File: src/rtl/icache_pkg.sv
// Shared types and geometry helpers for the direct-mapped instruction cache.
// Block = 4 words = 128 bits; memory is addressed in whole blocks.
package icache_pkg;

    typedef enum logic [1:0] {
        IDLE,
        MEM_READ,
        UPDATE
    } state_e;

    localparam int ADDR_W          = 32;
    localparam int BLOCK_W         = 128;
    localparam int MEM_ADDR_W      = 28;
    localparam int WORDS_PER_BLOCK = 4;
    localparam int OFF_W           = 2;

    function automatic int idx_w(input int num_blocks);
        return $clog2(num_blocks);
    endfunction

    function automatic int tag_w(input int num_blocks);
        return MEM_ADDR_W - idx_w(num_blocks);
    endfunction

endpackage

File: src/rtl/instruction_cache_if.sv
// Fetch-side and memory-side bundles of the instruction cache.
// master drives the request, slave answers it.
interface icache_fetch_if;
    import icache_pkg::*;

    logic [ADDR_W-1:0] address;
    logic              read;
    logic [31:0]       instruction;
    logic              busywait;

    modport master (
        output address,
        output read,
        input  instruction,
        input  busywait
    );

    modport slave (
        input  address,
        input  read,
        output instruction,
        output busywait
    );
endinterface

interface icache_mem_if;
    import icache_pkg::*;

    logic                  mem_read;
    logic [MEM_ADDR_W-1:0] mem_address;
    logic [BLOCK_W-1:0]    mem_readdata;
    logic                  mem_busywait;

    modport master (
        output mem_read,
        output mem_address,
        input  mem_readdata,
        input  mem_busywait
    );

    modport slave (
        input  mem_read,
        input  mem_address,
        output mem_readdata,
        output mem_busywait
    );
endinterface

File: src/rtl/icache_data_array.sv
// Valid/tag/data storage: one write port, combinational read by index.
// Only the valid bits are reset; tag and data are qualified by them.
module icache_data_array
    import icache_pkg::*;
#(
    parameter  int NUM_BLOCKS = 8,
    localparam int IDX_W      = idx_w(NUM_BLOCKS),
    localparam int TAG_W      = tag_w(NUM_BLOCKS)
) (
    input  logic               clk,
    input  logic               reset,
    input  logic               we,
    input  logic [IDX_W-1:0]   widx,
    input  logic [TAG_W-1:0]   wtag,
    input  logic [BLOCK_W-1:0] wdata,
    input  logic [IDX_W-1:0]   ridx,
    output logic               rvalid,
    output logic [TAG_W-1:0]   rtag,
    output logic [BLOCK_W-1:0] rdata
);

    logic [NUM_BLOCKS-1:0] valid_q;
    logic [NUM_BLOCKS-1:0] valid_d;
    logic [TAG_W-1:0]      tag_q  [NUM_BLOCKS];
    logic [BLOCK_W-1:0]    data_q [NUM_BLOCKS];

    always_comb begin
        valid_d = valid_q;
        if (we) begin
            valid_d[widx] = 1'b1;
        end
    end

    always_ff @(posedge clk or posedge reset) begin
        if (reset) begin
            valid_q <= '0;
        end else begin
            valid_q <= valid_d;
        end
    end

    always_ff @(posedge clk) begin
        if (we) begin
            tag_q[widx]  <= wtag;
            data_q[widx] <= wdata;
        end
    end

    assign rvalid = valid_q[ridx];
    assign rtag   = tag_q[ridx];
    assign rdata  = data_q[ridx];

endmodule

File: src/rtl/instruction_cache.sv
// Direct-mapped read-only instruction cache with whole-block refill.
// Hits are zero-latency; a miss runs IDLE -> MEM_READ -> UPDATE -> IDLE.
module instruction_cache
    import icache_pkg::*;
#(
    parameter int NUM_BLOCKS = 8
) (
    input  logic             clk,
    input  logic             reset,
    icache_fetch_if.slave    fetch,
    icache_mem_if.master     mem
);

    localparam int IDX_W = idx_w(NUM_BLOCKS);
    localparam int TAG_W = tag_w(NUM_BLOCKS);

    state_e                state_q;
    state_e                state_d;
    logic [MEM_ADDR_W-1:0] miss_addr_q;
    logic [MEM_ADDR_W-1:0] miss_addr_d;

    logic [OFF_W-1:0]   offset;
    logic [IDX_W-1:0]   idx;
    logic [TAG_W-1:0]   tag;
    logic               blk_valid;
    logic [TAG_W-1:0]   blk_tag;
    logic [BLOCK_W-1:0] blk_data;
    logic               hit;
    logic               fill_we;
    logic [31:0]        instr;
    logic               unused_addr_lsb;

    assign offset          = fetch.address[3:2];
    assign idx             = fetch.address[4 +: IDX_W];
    assign tag             = fetch.address[ADDR_W-1 -: TAG_W];
    assign unused_addr_lsb = ^fetch.address[1:0];

    // Refill lands in the block named by the latched miss, not the live PC.
    assign fill_we = (state_q == MEM_READ) && !mem.mem_busywait;

    icache_data_array #(
        .NUM_BLOCKS (NUM_BLOCKS)
    ) u_array (
        .clk    (clk),
        .reset  (reset),
        .we     (fill_we),
        .widx   (miss_addr_q[IDX_W-1:0]),
        .wtag   (miss_addr_q[MEM_ADDR_W-1:IDX_W]),
        .wdata  (mem.mem_readdata),
        .ridx   (idx),
        .rvalid (blk_valid),
        .rtag   (blk_tag),
        .rdata  (blk_data)
    );

    assign hit = blk_valid && (blk_tag == tag);

    always_comb begin
        instr = blk_data[31:0];
        unique case (offset)
            2'd0: instr = blk_data[31:0];
            2'd1: instr = blk_data[63:32];
            2'd2: instr = blk_data[95:64];
            2'd3: instr = blk_data[127:96];
            default: instr = blk_data[31:0];
        endcase
    end

    always_comb begin
        state_d     = state_q;
        miss_addr_d = miss_addr_q;
        unique case (state_q)
            IDLE: begin
                if (fetch.read && !hit) begin
                    miss_addr_d = fetch.address[ADDR_W-1:4];
                    state_d     = MEM_READ;
                end
            end
            MEM_READ: begin
                if (!mem.mem_busywait) begin
                    state_d = UPDATE;
                end
            end
            UPDATE: begin
                state_d = IDLE;
            end
            default: begin
                state_d = IDLE;
            end
        endcase
    end

    always_ff @(posedge clk or posedge reset) begin
        if (reset) begin
            state_q     <= IDLE;
            miss_addr_q <= '0;
        end else begin
            state_q     <= state_d;
            miss_addr_q <= miss_addr_d;
        end
    end

    assign fetch.instruction = instr;
    assign fetch.busywait    = (state_q != IDLE) || (fetch.read && !hit);
    assign mem.mem_read      = (state_q == MEM_READ);
    assign mem.mem_address   = miss_addr_q;

endmodule
File: src/flat_wrapper.sv
// flat-port wrapper written by rule: the top's interface ports become plain ports
module instruction_cache_flat import icache_pkg::*;
#(
    parameter int NUM_BLOCKS = 8
)
  (clk, reset, fetch_address, fetch_read, fetch_instruction, fetch_busywait, mem_mem_read, mem_mem_address, mem_mem_readdata, mem_mem_busywait);
  icache_fetch_if fetch_i ();
  icache_mem_if mem_i ();
  input  logic clk;
  input  logic reset;
  input wire logic [$bits(fetch_i.address)-1:0] fetch_address;
  input wire logic [$bits(fetch_i.read)-1:0] fetch_read;
  output wire logic [$bits(fetch_i.instruction)-1:0] fetch_instruction;
  output wire logic [$bits(fetch_i.busywait)-1:0] fetch_busywait;
  output wire logic [$bits(mem_i.mem_read)-1:0] mem_mem_read;
  output wire logic [$bits(mem_i.mem_address)-1:0] mem_mem_address;
  input wire logic [$bits(mem_i.mem_readdata)-1:0] mem_mem_readdata;
  input wire logic [$bits(mem_i.mem_busywait)-1:0] mem_mem_busywait;
  assign fetch_i.address = fetch_address;
  assign fetch_i.read = fetch_read;
  assign fetch_instruction = fetch_i.instruction;
  assign fetch_busywait = fetch_i.busywait;
  assign mem_mem_read = mem_i.mem_read;
  assign mem_mem_address = mem_i.mem_address;
  assign mem_i.mem_readdata = mem_mem_readdata;
  assign mem_i.mem_busywait = mem_mem_busywait;
  instruction_cache #(.NUM_BLOCKS(NUM_BLOCKS)) u_core (.clk(clk), .reset(reset), .fetch(fetch_i), .mem(mem_i));
endmodule
File: config.mk
export PLATFORM = sky130hd
export DESIGN_NAME = instruction_cache_flat
export DESIGN_NICKNAME = d
export VERILOG_FILES = /design/src/rtl/icache_pkg.sv /design/src/rtl/instruction_cache_if.sv /design/src/rtl/icache_data_array.sv /design/src/rtl/instruction_cache.sv /design/src/flat_wrapper.sv
export SDC_FILE = /design/constraint.sdc
export NUM_CORES = 1
export LEC_CHECK = 0
export ABC_AREA = 1
export CAP_MARGIN = 40
export CORE_MARGIN = 2
export CORE_UTILIZATION = 54
export CTS_CLUSTER_SIZE = 16
export DETAILED_ROUTE_END_ITERATION = 16
export PLACE_DENSITY = 0.73
export SYNTH_ARGS = -nofsm -noshare
export SYNTH_HDL_FRONTEND = slang
export SYNTH_SLANG_ARGS = --single-unit
export TNS_END_PERCENT = 50
File: constraint.sdc
create_clock -name clk -period 7.8 [get_ports clk]
set_input_delay 1.17 -clock clk [delete_from_list [all_inputs] [get_ports clk]]
set_output_delay 1.17 -clock clk [all_outputs]
set_load 0.05 [all_outputs]
After elaboration in Yosys (flattened, before gate mapping) --
Memories as Yosys holds them, arrays and structs flattened. Index checks and enable logic that the tools add are counted.
Word-level totals: bits in latches 0, output and inout bits 62, RAM bits 1224, logic and storage cells 38, ROM bits 0, memories kept 2, bits in registers 38, bits of input ports 164
Memories:
- u_core.u_array.data_q | depth 8, width 128, read ports 1, clocked after memory_dff 0, write ports 1, line icache_data_array.sv:25 | logic [BLOCK_W-1:0] data_q [NUM_BLOCKS];
- u_core.u_array.tag_q | depth 8, width 25, read ports 1, clocked after memory_dff 0, write ports 1, line icache_data_array.sv:24 | logic [TAG_W-1:0] tag_q [NUM_BLOCKS];
Cells by class: reduce and logical (&&, ||, !) cells 12, equal/unequal tests 7, order comparisons 3, bitwise operators 1, shift operators 0, multiplexer cells 10, divide/modulo/power cells 0, multiply operators 0, add/sub/neg operators 0
Operator list (number):
- one-hot mux 32 bit (4 select lines) | 1
- equality test 25 bit | 1
- < comparator 3 x 4 -> 1 bit, second input constant | 2
- OR 8 bit | 1
- equality test 2 x 1 -> 1 bit, second input constant | 2
- equality test 2 bit, second input constant | 2
- logical AND 1 bit | 4
- logical NOT 2 bit | 2
- 2-to-1 mux 1 bit | 4
- 2-to-1 mux 2 bit | 2
- one-hot mux 2 bit (2 select lines) | 1
- AND reduction 2 bit | 2
- binary-select mux 1 bit (select 3 bit) | 1
- demux 1 bit (select 3 bit) | 1
- greater-or-equal comparator 3 x 1 -> 1 bit, second input constant | 1
- logical NOT 1 bit | 2
- inequality test 2 x 1 -> 1 bit, second input constant | 1
- inequality test 2 bit, second input constant | 1
- nonzero test 2 bit | 1
- logical OR 1 bit | 1

Depth between registers and ports, before layout --
word-level depth 7, depth in mapped cells 19

Hierarchy --
Synthesis repeated with hierarchy kept, for this count alone.
Unflattened totals: cell total of the unflattened synthesis 5778, area total of the unflattened synthesis 56031.2 um2
Modules (own cells, without submodules):
- icache_data_array | instances 1, cells an instance 5349, area each 53572.6 um2, sequential area each 36955.4 um2
- instruction_cache | instances 1, cells an instance 429, area each 2458.6 um2, sequential area each 750.7 um2

Worst setup path before layout --
Ideal clock, no wire load.
path type input to register, start point input port mem_mem_busywait, end point register u_core.u_array.valid_q[1], arrival 8.614 ns, buffers on the path 0, required time 7.694 ns, stages on the path 4, slack -0.920 ns, library setup time 0.106 ns, cell sequence nor3_1 > nand2_1 > nor2_1 > or2_2
On the way: cells in the longest elaborated chain, start to end 2
RTL lines:
- from (decl) | line flat_wrapper.sv:18 | input wire logic [$bits(mem_i.mem_busywait)-1:0] mem_mem_busywait;
- logical NOT 1 bit | line instruction_cache.sv:39 | assign fill_we = (state_q == MEM_READ) && !mem.mem_busywait;
- logical AND 1 bit | line instruction_cache.sv:39
- to (signal assigned) | line icache_data_array.sv:38 | valid_q <= valid_d;
- to (decl) | line icache_data_array.sv:22 | logic [NUM_BLOCKS-1:0] valid_q;
Every way passes these cells. A chain may end at the register's enable or synchronous reset.

Worst setup path after layout --
start point input port fetch_address[4], end point output port fetch_instruction[19]
On the way: cells in the longest elaborated chain, start to end 2
RTL lines:
- from (decl) | line flat_wrapper.sv:11 | input wire logic [$bits(fetch_i.address)-1:0] fetch_address;
- memory (8 x 128 bit)
- one-hot mux 32 bit (4 select lines) | line instruction_cache.sv:60 | unique case (offset)
- to (decl) | line flat_wrapper.sv:13 | output wire logic [$bits(fetch_i.instruction)-1:0] fetch_instruction;
Every way passes these cells.

==> impl_results.md <==
- Status: complete, no violations
- Remaining routing DRC violations: 0
- Slew Limit Fails: 0
- Sw Share: 24.9%
- Initial antenna violation count: 28
- Port Buffers: 223
- Vias per std cell: 6.08
- Drt first pass iters: 6
- Share of cells above drive strength 1: 6.10%
- I/O Pins: 226
- CP Data Required Time: 6.63 ns
- Via count: 31,588
- Comb pwr share: 10.9%
- Worst VDD drop: 208 uV
- Largest family of logic cells by synthesized area: compound AO/OA/AOI/OAI gates
- Commonest non-fill, non-tap cell in the layout: edfxtp_1
- Place WS: 2.14 ns
- Most frequent cells in the layout: edfxtp_1 (1,224), nor2_1 (652), o21ai_0 (530)
- Worst setup margin: 1.95 ns
- Die Y: 307 um
- Clock Pin Slew Worst Setup and Hold Paths: 0.06 ns
- Int Pwr: 11.7 mW
- Initial core utilization: 54.4%
- Congestion Overflow GR: 0
- Worst Hold Class: flip-flop to flip-flop
- Vias in the first global route: 29,907
- Final Hold Vio Count: 0
- Routed wire length: 129,000 um
- Pwr Density: 274 nW/um2
- Worst slew pin tran: 1.13 ns
- Mean post-synth cell area: 13.2 um2
- DR WL/cell: 24.8 um
- Register area share after synthesis: 75.9%
- First-pass GRT wire length: 190,000 um
- Synth Cell Area: 49,700 um2
- CP Class: primary input to primary output
- Xor/xnor cell area share of the yosys netlist: 0%
- Setup violators final: 0
- CTS Hold Bufs: 0
- Worst path slowest cell: clkdlybuf4s50_1
- Chip width: 307 um
- Setup crit end kind: primary output
- Clock sinks: 1,262
- GP Congestion: 0.796
- Setup Fix Bufs, Post-CTS: 0
- CTS tree: done
- Post-synthesis net count: 3,920
- Normalized max-slew margin: 24.6%
- Largest stage delay, worst path: 0.94 ns
- Largest net degree at the start of global routing: 243
- DRT iter0 DRCs: 3,997
- Num CTS Buffers: 119
- Area delta synth->final: 15.0%
- Share of Yosys cell area claimed by the top area cell type: 74.0%
- Skew final: 0.0672 ns
- Min Clock Period, post-route: 5.85 ns
- Setup crit start kind: primary input
- Main area contributors after synthesis: edfxtp_1 (74%), o21ai_0 (5.3%), nor2_1 (5.0%)
- Clock power share: 36.4%
- Fin crit share: 75.1%
- Yosys cell types: 25
- Post_cts resized: 0
- Row count: 111
- Fmax: 171 MHz
- Synth Area in Simple Gates: 9.42%
- Static leakage: 19.0 nW
- Clock buffer depth: 3
- Post-DP HPWL: 68,300 um
- Util after Layout: 62.5%
- Worst Path Arrival: 4.68 ns
- CP Cell Sequence: buf_8, inv_16, buf_16, buf_4, nor2_1, o221ai_1, o211ai_1, o2111ai_1, clkdlybuf4s50_1
- Compound-gate portion of the synthesized area: 11.5%
- Clk root buf: clkbuf_16
- #FFs+latches synth: 1,262
- Antenna Violating Nets Remaining: 0
- Psw: 3.90 mW
- GR Util All Layers: 27.1%
- Max cap viols: 0
- Gate Count Post-Synth: 3,756
- Htree depth: 3
- Sequential share of power: 52.6%
- Worst-path fanout max: 229
- RSZ-0062 raised after global routing: false
- Synth area leader: edfxtp_1
- Die area: 94,400 um2
- Yosys warns: 0
- Mux contribution to synthesized area: 0%
- Fin nets: 4,060
- Area share of fa/ha/maj cells after synthesis: 0%
- Core Region: 91,400 um2
- Clock latency on the worst-skew pair: 0.73 ns
-- area by class of cell --
type	instances	area, um2
Sequential cell	1262	37700
Fill cell	6657	34200
Multi-Input combinational cell	2116	10500
Clock buffer	160	3210
Timing Repair Buffer	281	3100
Tap cell	1186	1480
Clock inverter	63	663
Inverter	116	462
Antenna cell	10	25.0
-- sequential cells by signal, summed over array words and instances (netlist names) --
register and cells:
u_core.mem.mem_address 28, u_core.state_q 2, u_core.u_array.data_q 1024, u_core.u_array.tag_q 200, u_core.u_array.valid_q 8
-- cells by family (layout without fill, tap and decap cells) --
| group | count (synthesis) | in the layout |
|---|---|---|
| flops | 1262 | 1262 |
| simple gates | 1172 | 1172 |
| compound gates | 944 | 944 |
| buf+inv | 378 | 620 |
| other cells | 0 | 10 |
-- metal layers --
layer / wire length [um] / GRT usage (%) / vias up
met4: 4620 / 10.4 / 24
met1: 51200 / 36.7 / 15626
met3: 10500 / 5.14 / 270
met2: 62500 / 43.8 / 1415
met5: 155 / 0 / -
li1: - / - / 14253
-- cell usage after synthesis (all sizes together) --
cell type	n
o221ai	121
buf	70
o21bai	32
dfrtp	38
or2	4
nor2	663
nand3	118
nor3	1
o211ai	71
o2111ai	32
edfxtp	1224
nand4	28
o21ai	549
nand2	344
o22ai	135
inv	116
clkbuf	192
nand3b	14
a21oi	4
-- path summary, 6_finish.rpt --
| path | from | endpoint | slack, ns | cells after the start |
|---|---|---|---|---|
| max in group asynchronous | reset | u_core.u_array.valid_q[3]$_DFFE_PP0P_ | 6.44 | 3 |
| worst min-delay path | u_core.u_array.valid_q[2]$_DFFE_PP0P_ | u_core.u_array.valid_q[2]$_DFFE_PP0P_ | 0.46 | 2 |
| worst min register to register | u_core.u_array.valid_q[2]$_DFFE_PP0P_ | u_core.u_array.valid_q[2]$_DFFE_PP0P_ | 0.46 | 2 |
| worst max register to register | u_core.state_q[1]$_DFFE_PP0P_ | u_core.u_array.data_q[0][125]$_DFFE_PP_ | 4.23 | 5 |
| min in group asynchronous | reset | u_core.mem.mem_address[3]$_DFFE_PP0P_ | 0.92 | 3 |
| worst max-delay path | fetch_address[4] | fetch_instruction[19] | 1.95 | 9 |
-- per-stage QoR --
stage / std cells / setup TNS (ns) / hold slack (ns) / cell area [um2] / power (mW)
2_1_floorplan: 3756 / -504.92 / 0.424 / 49700 / 9.33
3_3_place_gp: 4952 / 0 / 0.442 / 53000 / 10.0
3_5_place_dp: 4960 / 0 / 0.451 / 53200 / 10.1
4_1_cts: 5183 / 0 / 0.465 / 57100 / 15.7
5_1_grt: 5188 / 0 / 0.497 / 57100 / 16.1
6_report: 5194 / 0 / 0.465 / 57100 / 15.6
-- critical path, delay by kind of cell --
kind / cells / cell delay [ns]
AND/OR/NAND/NOR: 1 / 0.06
buffers and inverters: 5 / 2.29
AO/OA/AOI/OAI: 3 / 0.84
-- power by group through the flow --
stage / Clock [mW] / Sequential [mW] / Combinational, mW
after floorplan: 0 / 8.56 / 0.768
after global placement: 0 / 8.34 / 1.66
after detailed placement: 0 / 8.36 / 1.70
after CTS: 5.76 / 8.22 / 1.71
after global routing: 6.01 / 8.26 / 1.83
final: 5.70 / 8.22 / 1.71
No activity file was read; power rests on OpenSTA's default activity.
